`config.mk`:
```
export PLATFORM = sky130hd
export DESIGN_NAME = dmem_lane_ctrl
export DESIGN_NICKNAME = d
export VERILOG_FILES = /design/src/rtl/dmem_lane_ctrl.sv
export SDC_FILE = /design/constraint.sdc
export NUM_CORES = 1
export LEC_CHECK = 0
export ABC_AREA = 1
export CELL_PAD_IN_SITES_DETAIL_PLACEMENT = 1
export CELL_PAD_IN_SITES_GLOBAL_PLACEMENT = 1
export CORE_ASPECT_RATIO = 1.2
export CORE_MARGIN = 4
export CORE_UTILIZATION = 45
export DETAILED_ROUTE_END_ITERATION = 7
export PLACE_DENSITY = 0.83
export SYNTH_ARGS = -nofsm -noshare
export SYNTH_HDL_FRONTEND = slang
export SYNTH_SLANG_ARGS = --single-unit
```
`constraint.sdc`:
```
create_clock -name clk -period 3.7 [get_ports clk]
set_input_delay 0.925 -clock clk [delete_from_list [all_inputs] [get_ports clk]]
set_output_delay 0.925 -clock clk [all_outputs]
set_load 0.01 [all_outputs]
```
`src/rtl/dmem_lane_ctrl.sv`:
```
// Word-organised data memory with a valid/ready byte-addressed request port, lane stores,
// extended loads, error reporting and an optional post-reset zero-clear sweep.
module dmem_lane_ctrl #(
  parameter int unsigned DEPTH          = 32,
  parameter int unsigned ADDR_W         = 11,
  parameter bit          CLEAR_ON_RESET = 1'b1
) (
  input  logic              clk,
  input  logic              rst_n,
  input  logic              req_valid,
  output logic              req_ready,
  input  logic              req_we,
  input  logic [1:0]        req_size,
  input  logic              req_signed,
  input  logic [ADDR_W-1:0] req_addr,
  input  logic [31:0]       req_wdata,
  output logic              resp_valid,
  output logic [31:0]       resp_rdata,
  output logic              resp_err
);

  localparam int unsigned IdxW = $clog2(DEPTH);

  typedef enum logic [0:0] {StClear, StReady} state_e;

  state_e            state_q;
  logic [IdxW-1:0]   cnt_q;
  logic [31:0]       mem [DEPTH];

  logic [IdxW-1:0]   idx;
  logic              range_err;
  logic              req_err;
  logic              accept;
  logic [3:0]        be;
  logic [31:0]       wdata_lane;
  logic [31:0]       rd_word;
  logic [31:0]       rd_shift;
  logic [15:0]       rd_half;
  logic [31:0]       load_data;

  assign idx       = req_addr[IdxW+1:2];
  assign req_ready = (state_q == StReady);
  assign accept    = req_valid && req_ready;

  // Address bits above the word index only exist when ADDR_W leaves headroom.
  if (ADDR_W > IdxW + 2) begin : g_range
    assign range_err = |req_addr[ADDR_W-1:IdxW+2];
  end else begin : g_no_range
    assign range_err = 1'b0;
  end

  always_comb begin
    req_err = range_err;
    unique case (req_size)
      2'b00:   req_err = req_err || (req_addr[1:0] != 2'b00);
      2'b01:   req_err = req_err || req_addr[0];
      2'b10:   req_err = req_err;
      default: req_err = 1'b1;
    endcase
  end

  always_comb begin
    be         = 4'b0000;
    wdata_lane = req_wdata;
    unique case (req_size)
      2'b00: be = 4'b1111;
      2'b01: begin
        be         = req_addr[1] ? 4'b1100 : 4'b0011;
        wdata_lane = {2{req_wdata[15:0]}};
      end
      2'b10: begin
        be         = 4'b0001 << req_addr[1:0];
        wdata_lane = {4{req_wdata[7:0]}};
      end
      default: be = 4'b0000;
    endcase
  end

  always_comb begin
    rd_word   = mem[idx];
    rd_shift  = rd_word >> {req_addr[1:0], 3'b000};
    rd_half   = req_addr[1] ? rd_word[31:16] : rd_word[15:0];
    load_data = rd_word;
    unique case (req_size)
      2'b01:   load_data = req_signed ? {{16{rd_half[15]}}, rd_half} : {16'h0000, rd_half};
      2'b10:   load_data = req_signed ? {{24{rd_shift[7]}}, rd_shift[7:0]}
                                      : {24'h000000, rd_shift[7:0]};
      default: load_data = rd_word;
    endcase
  end

  // Storage has no reset so contents survive reset when the clear sweep is disabled.
  always_ff @(posedge clk) begin
    if (state_q == StClear) begin
      mem[cnt_q] <= '0;
    end else if (accept && req_we && !req_err) begin
      for (int b = 0; b < 4; b++) begin
        if (be[b]) mem[idx][8*b +: 8] <= wdata_lane[8*b +: 8];
      end
    end
  end

  always_ff @(posedge clk or negedge rst_n) begin
    if (!rst_n) begin
      state_q    <= CLEAR_ON_RESET ? StClear : StReady;
      cnt_q      <= '0;
      resp_valid <= 1'b0;
      resp_rdata <= '0;
      resp_err   <= 1'b0;
    end else begin
      resp_valid <= accept;
      if (accept) begin
        resp_err   <= req_err;
        resp_rdata <= (req_err || req_we) ? 32'h0 : load_data;
      end
      case (state_q)
        StClear: begin
          cnt_q <= cnt_q + IdxW'(1);
          if (cnt_q == IdxW'(DEPTH - 1)) state_q <= StReady;
        end
        default: state_q <= StReady;
      endcase
    end
  end

endmodule

```
==> qor.yml, run 1 <==
power_and_ir_drop:
  power_density_mw_per_mm2: 493
  power.sequential.fraction_pct: 51.0
  vdd_drop_max_v: 0.000334
  power.net_switching_uw: 6300
  pwr-share-clk_pct: 40.4
  intPower_uw: 19500
  pwr-share-comb_pct: 8.6
  sw_frac_of_total_pct: 24.4
  power.leakage_uw: 0.0199
worst_setup_path:
  crit_path_max_incr_delay_ns: 0.56
  crit_path_cell_trace: "clkdlybuf4s50_1, inv_2, nor2_1, inv_2, o21ai_4, or2_4, nand2_1, inv_1, o21ai_2, nand2_1, buf_4, nand2_1, nand2_2, buf_4, nand2_2, nor2_4, nand2_4, nor2_1, buf_4"
  critPathKind: "in -> reg"
  cp.required_ns: 4.08
  crit_path_end_kind: "flip-flop"
  cp.arrival_ns: 4.02
  cp_slowest_cell: "clkdlybuf4s50_1"
  critPathLaunchType: "input pin"
  path_max_fanout: 8
global_route:
  groute.usage.overall_pct: 30.6
  grt-ovfl-total: 0
  grt_pass1_wl_um: 234000
  grt_max_degree: 79
  antenna_found_initial: 3
  grt_pass1_vias: 34600
floorplanning:
  rows: 125
  fp.dieW_um: 294
  start_util_pct: 45.5
  chipHeight_um: 352
  core_area_mm2: 0.0973
  dieArea_mm2: 0.103
  pin_count: 85
cts:
  cts_root_buf: "clkbuf_16"
  cts_max_path_buffers: 3
  cts_tree: "done"
  clock-sinks: 1064
  cts_buffers: 98
  h-tree-depth: 3
  clock_latency_ns: 0.69
  hold_buffers: 0
  clkTransAtPathRegs_ns: 0.07
timing:
  period_needed_ns: 3.64
  slew_violations: 0
  finalHoldViolCount: 0
  hold_slack_ns: 0.411
  final.setup.worst_slack_ns: 0.0585
  slew_headroom_pct: 32.9
  setup_tns_ns: 0
  fmax_ghz: 0.275
  skew_ns: 0.0297
  worstMarginPinSlew_ns: 1.01
  finalSetupViolCount: 0
  min_period_over_period_pct: 98.4
logic_synthesis:
  syn_nets: 3590
  ys_types: 47
  avgSynthCellArea_um2: 12.5
  synth_warnings: 0
  synth_top_area_share_pct: 69.4
  synth-edff-count: 1024
  ys_seq_elements: 1064
  async_flop_share_pct: 3.76
  synth_area_mm2: 0.0443
  syn_inst: 3533
  synthFlopType: "edfxtp_1"
  synth_top_area_cell: "edfxtp_1"
  yosysSeqAreaShare_pct: 71.7
  synthTopCellsByArea: "edfxtp_1 (69%), o21ai_0 (5.5%), nor2_1 (4.8%), nand2_1 (3.2%), o221ai_1 (3.2%)"
place:
  gp_congestion: 0.965
  preCtsSetupSlack_ns: -0.923
  placedCellCount: 4986
  hpwl_um: 96900
  portBuffers: 84
cells_and_area:
  area_growth_pct: 18.5
  layout_common_cells: "edfxtp_1 (1024), nor2_1 (532), o21ai_0 (486)"
  drive_gt1_share_pct: 17.4
  layout_commonest_cell: "edfxtp_1"
  fin_cells: 5173
  fin_nets: 3875
route:
  drc: 0
  drt-total-wl_um: 160000
  drt-initial-drc-count: 4558
  ant_nets: 0
  viasPerCell: 6.45
  wl_per_cell_um: 31.0
  drtPass1Iterations: 6
  vias: 33400
hold_path:
  hp-class: "in -> async"
job:
  drv_cap: 0
status:
  status: "finished, final reports clean"
area by class of cell:
class                   count  area (um2)
clock buffers             125        2640
fillers                  9656       44800
clock inverters            57         594
inverters                  47         193
multi-input cells        2158       11200
well taps                1270        1590
flip-flops and latches   1064       31800
repair buffers            449        4470
diodes                      3        7.51
metal layers:
layer / vias up / wire length, um / global-route usage [%]
li1: 13600 / - / -
met4: 2 / 12000 / 18.7
met2: 2446 / 76900 / 51.0
met1: 16600 / 53900 / 36.1
met3: 671 / 17200 / 7.07
met5: - / 13 / 0
cells in the mapped netlist (2+ instances only):
cell         n
clkbuf_1   126
o21ai_4      3
nand3b_1     3
xnor2_1      2
nor3_2      64
buf_1       17
buf_6       22
clkinv_1     2
buf_4       36
inv_2       10
buf_2       61
nand3_1    279
o311ai_1     2
nor3_1      29
dfrtp_1     40
nor2_2       3
nor2_1     570
o211ai_1    23
o221ai_1   163
a21oi_1     25
nand2_2     12
inv_1       34
nand3_4      5
nand2_4      6
ha_1         7
nand2_1    383
edfxtp_1  1024
o21ai_0    486
nand3_2      2
and2_1       8
o21ai_2      2
o21ai_1     14
o22ai_1     56
per-stage QoR:
stage / instance area, um2 / util (%) / total power [uW]
6_report: 52500 / 53.9 / 25800
5_1_grt: 52500 / 53.9 / 26500
4_1_cts: 52400 / 53.8 / 25800
3_5_place_dp: 49000 / 50.4 / 15500
3_3_place_gp: 49000 / 50.4 / 15400
2_1_floorplan: 44300 / - / 14500
power by group through the flow:
stage               Sequential, uW  Combinational [uW]  Clock [uW]
finish                       13200                2230       10400
global route                 13200                2320       11000
global placement             13400                1970           0
floorplan                    13400                1040           0
detailed placement           13400                2070           0
CTS                          13200                2140       10500
worst max-delay path, delay by kind of cell:
| kind | cells | cell delay, ns |
|---|---|---|
| and+or+nand+nor | 10 | 1.55 |
| buffers and inverters | 7 | 1.33 |
| AOI/OAI and AO/OA | 2 | 0.21 |
logic make-up (layout without fill, tap and decap cells):
kind of cell,Yosys count,in the layout,synth area share (%)
AO/OA/AOI/OAI,778,778,10.6
flip-flops,1064,1064,71.7
buffers and inverters,311,678,3.52
adder cells (fa/ha/maj),7,7,0.198
AND/OR/NAND/NOR,1370,1370,13.9
other,0,3,0
XOR/XNOR,3,3,0.0594
final timing paths:
check / slack [ns] / endpoint / depth (start not counted) / startpoint
max: 0.06 / mem[11][29] / 19 / req_addr[1]
min: 0.41 / resp_rdata[30] / 1 / rst_n
max reg2reg: 0.63 / mem[17][13] / 16 / req_ready
min reg2reg: 0.48 / resp_rdata[11] / 2 / resp_rdata[11]
max in group asynchronous: 2.66 / cnt_q[3] / 1 / rst_n
min in group clk: 0.48 / resp_rdata[11] / 2 / resp_rdata[11]
flip-flops by register name, summed over array words and instances, names as in the netlist:
signal / flops
mem: 1024
resp_valid: 1
resp_rdata: 32
cnt_q: 5
req_ready: 1
resp_err: 1
what timing repair did:
| item | 4_1_cts | 5_1_grt |
|---|---|---|
| gates resized for setup | 19 | 16 |
| buffers inserted | 0 | 2 |
| endpoints found under the setup margin | 287 | 674 |
| pin swaps | 2 | 7 |
(Power assumes the default switching activity.)
==> run 2: changes to the inputs <==
--- a/config.mk
+++ b/config.mk
@@ -6,13 +6,15 @@
 export NUM_CORES = 1
 export LEC_CHECK = 0
 export ABC_AREA = 1
+export CAP_MARGIN = 25
 export CELL_PAD_IN_SITES_DETAIL_PLACEMENT = 1
 export CELL_PAD_IN_SITES_GLOBAL_PLACEMENT = 1
 export CORE_ASPECT_RATIO = 1.2
-export CORE_MARGIN = 4
+export CORE_MARGIN = 8
 export CORE_UTILIZATION = 45
 export DETAILED_ROUTE_END_ITERATION = 7
 export PLACE_DENSITY = 0.83
+export SLEW_MARGIN = 20
 export SYNTH_ARGS = -nofsm -noshare
 export SYNTH_HDL_FRONTEND = slang
 export SYNTH_SLANG_ARGS = --single-unit
==> run 2 against run 1 <==
  * Flip-flop and latch count unchanged
  * Sequential share of layout area barely moved
  * Sequential power about the same
  * Combinational power hardly changed
  * Maximum frequency up 2.3%
==> qor.yml, run 2 (synthesized netlist as in run 1, its figures left out) <==
global_route:
  grt_max_degree: 96
  antenna_found_initial: 2
  groute.usage.overall_pct: 28.3
  grt_pass1_vias: 34800
  grt_pass1_wl_um: 231000
  grt-ovfl-total: 0
power_and_ir_drop:
  intPower_uw: 19700
  sw_frac_of_total_pct: 24.0
  pwr-share-comb_pct: 8.5
  power.leakage_uw: 0.0199
  vdd_drop_max_v: 0.000342
  total_power_uw: 25900
  pwr-share-clk_pct: 40.6
  power.net_switching_uw: 6220
  power_density_mw_per_mm2: 494
  power.sequential.fraction_pct: 50.9
worst_setup_path:
  cp.required_ns: 4.08
  crit_path_end_kind: "flip-flop"
  critPathKind: "in -> reg"
  cp.arrival_ns: 3.94
  path_max_fanout: 8
  critPathLaunchType: "input pin"
cts:
  clock_latency_ns: 0.68
  cts_tree: "done"
  clock-sinks: 1064
  clkTransAtPathRegs_ns: 0.07
  cts_buffers: 96
  cts_max_path_buffers: 3
  h-tree-depth: 3
  cts_root_buf: "clkbuf_16"
  hold_buffers: 0
route:
  drt-initial-drc-count: 4542
  wl_met3_um: 14600
  wl_per_cell_um: 30.6
  met1_length_um: 54900
  drtPass1Iterations: 6
  wl_met2_um: 76900
  viasPerCell: 6.42
  vias: 33200
  drt-total-wl_um: 158000
  ant_nets: 0
  drc: 0
  highest_layer: "met5"
floorplanning:
  chipHeight_um: 360
  dieArea_mm2: 0.109
  start_util_pct: 45.2
  fp.dieW_um: 302
  pin_count: 85
  core_area_mm2: 0.0979
  rows: 126
timing:
  slew_violations: 0
  finalSetupViolCount: 0
  fmax_ghz: 0.281
  finalHoldViolCount: 0
  final.setup.worst_slack_ns: 0.139
  setup_tns_ns: 0
  period_needed_ns: 3.56
  slew_headroom_pct: 49.4
  hold_slack_ns: 0.261
  rsz0062_at_grt: "false"
  skew_ns: 0.0450
  min_period_over_period_pct: 96.2
  worstMarginPinSlew_ns: 0.756
cells_and_area:
  layout_common_cells: "edfxtp_1 (1024), nor2_1 (533), o21ai_0 (486)"
  drive_gt1_share_pct: 17.6
  largest-register: "mem"
  reg_top3: "mem (1024), resp_rdata (32), cnt_q (5)"
  layout_commonest_cell: "edfxtp_1"
  area_growth_pct: 18.5
  nFillCells: 9781
  largest_reg_flops: 1024
  fin_nets: 3869
place:
  hpwl_um: 97000
  portBuffers: 84
  gp_congestion: 0.913
  preCtsSetupSlack_ns: -0.701
status:
  status: "finished, final reports clean"
job:
  drv_cap: 0
hold_path:
  hp-class: "in -> async"
run 2: changes by cell type in the layout (fill, tap and decap cells not counted), sizes merged:
cell	delta
buf	-4
bufinv	+5
clkbuf	-12
clkinv	+4
diode	-2
inv	-1
run 2: stage by stage:
stage          std cells  utilization, %  area, um2
6_report            5173            53.6      52500
5_1_grt             5172            53.6      52400
4_1_cts             5169            53.5      52400
3_5_place_dp        4991            50.1      49100
3_3_place_gp        4991            50.1      49100
2_1_floorplan       3533               -      44300
run 2: power groups by stage:
stage	registers, uW	clock network [uW]	logic, uW
floorplan	13400	0	1040
global placement	13400	0	1960
detailed placement	13400	0	2060
CTS	13200	10600	2140
global route	13200	10900	2280
finish	13200	10500	2210
run 2: critical path, stage by stage:
cell and delay (ns):
clkdlybuf4s50_1 0.62, inv_2 0.10, nor2_1 0.26, inv_2 0.08
o21ai_4 0.14, or2_4 0.17, nand2_1 0.05, inv_1 0.07
o21ai_2 0.09, nand2_1 0.11, buf_4 0.12, nand2_1 0.11
nand2_4 0.10, buf_4 0.18, nand3_2 0.15, buf_4 0.20
nor3_1 0.21, buf_4 0.24
run 2: routing by layer:
metal	GRT usage [%]	vias up
met5	0	-
met4	18.4	2
met3	4.92	613
met2	47.2	2369
met1	33.8	16600
li1	-	13600
run 2: worst paths after layout:
kind / cells past startpoint / endpoint / slack, ns / startpoint
max reg2reg: 14 / mem[18][31] / 0.80 / req_ready
min reg2reg: 2 / resp_rdata[24] / 0.48 / resp_rdata[24]
max in group asynchronous: 1 / resp_rdata[21] / 3.03 / rst_n
min in group clk: 2 / resp_rdata[24] / 0.48 / resp_rdata[24]
min: 1 / resp_valid / 0.26 / rst_n
max: 18 / mem[18][31] / 0.14 / req_addr[1]
run 2: repair_timing:
| action | CTS | global route |
|---|---|---|
| gates resized for setup | 6 | 20 |
| setup buffers | 0 | 3 |
| pin swaps | 1 | 3 |
| endpoints found under the setup margin | 98 | 702 |
run 2: area by class of cell:
cell class	count	area, um2	share of cell area [%]
sequential	1064	31800	60.5
multi-input combinational	2158	11200	21.3
timing repair buffer	445	4460	8.49
clock buffer	113	2510	4.78
tap	1280	1600	3.05
clock inverter	65	769	1.47
inverter	47	193	0.367
antenna	1	2.50	0.00477
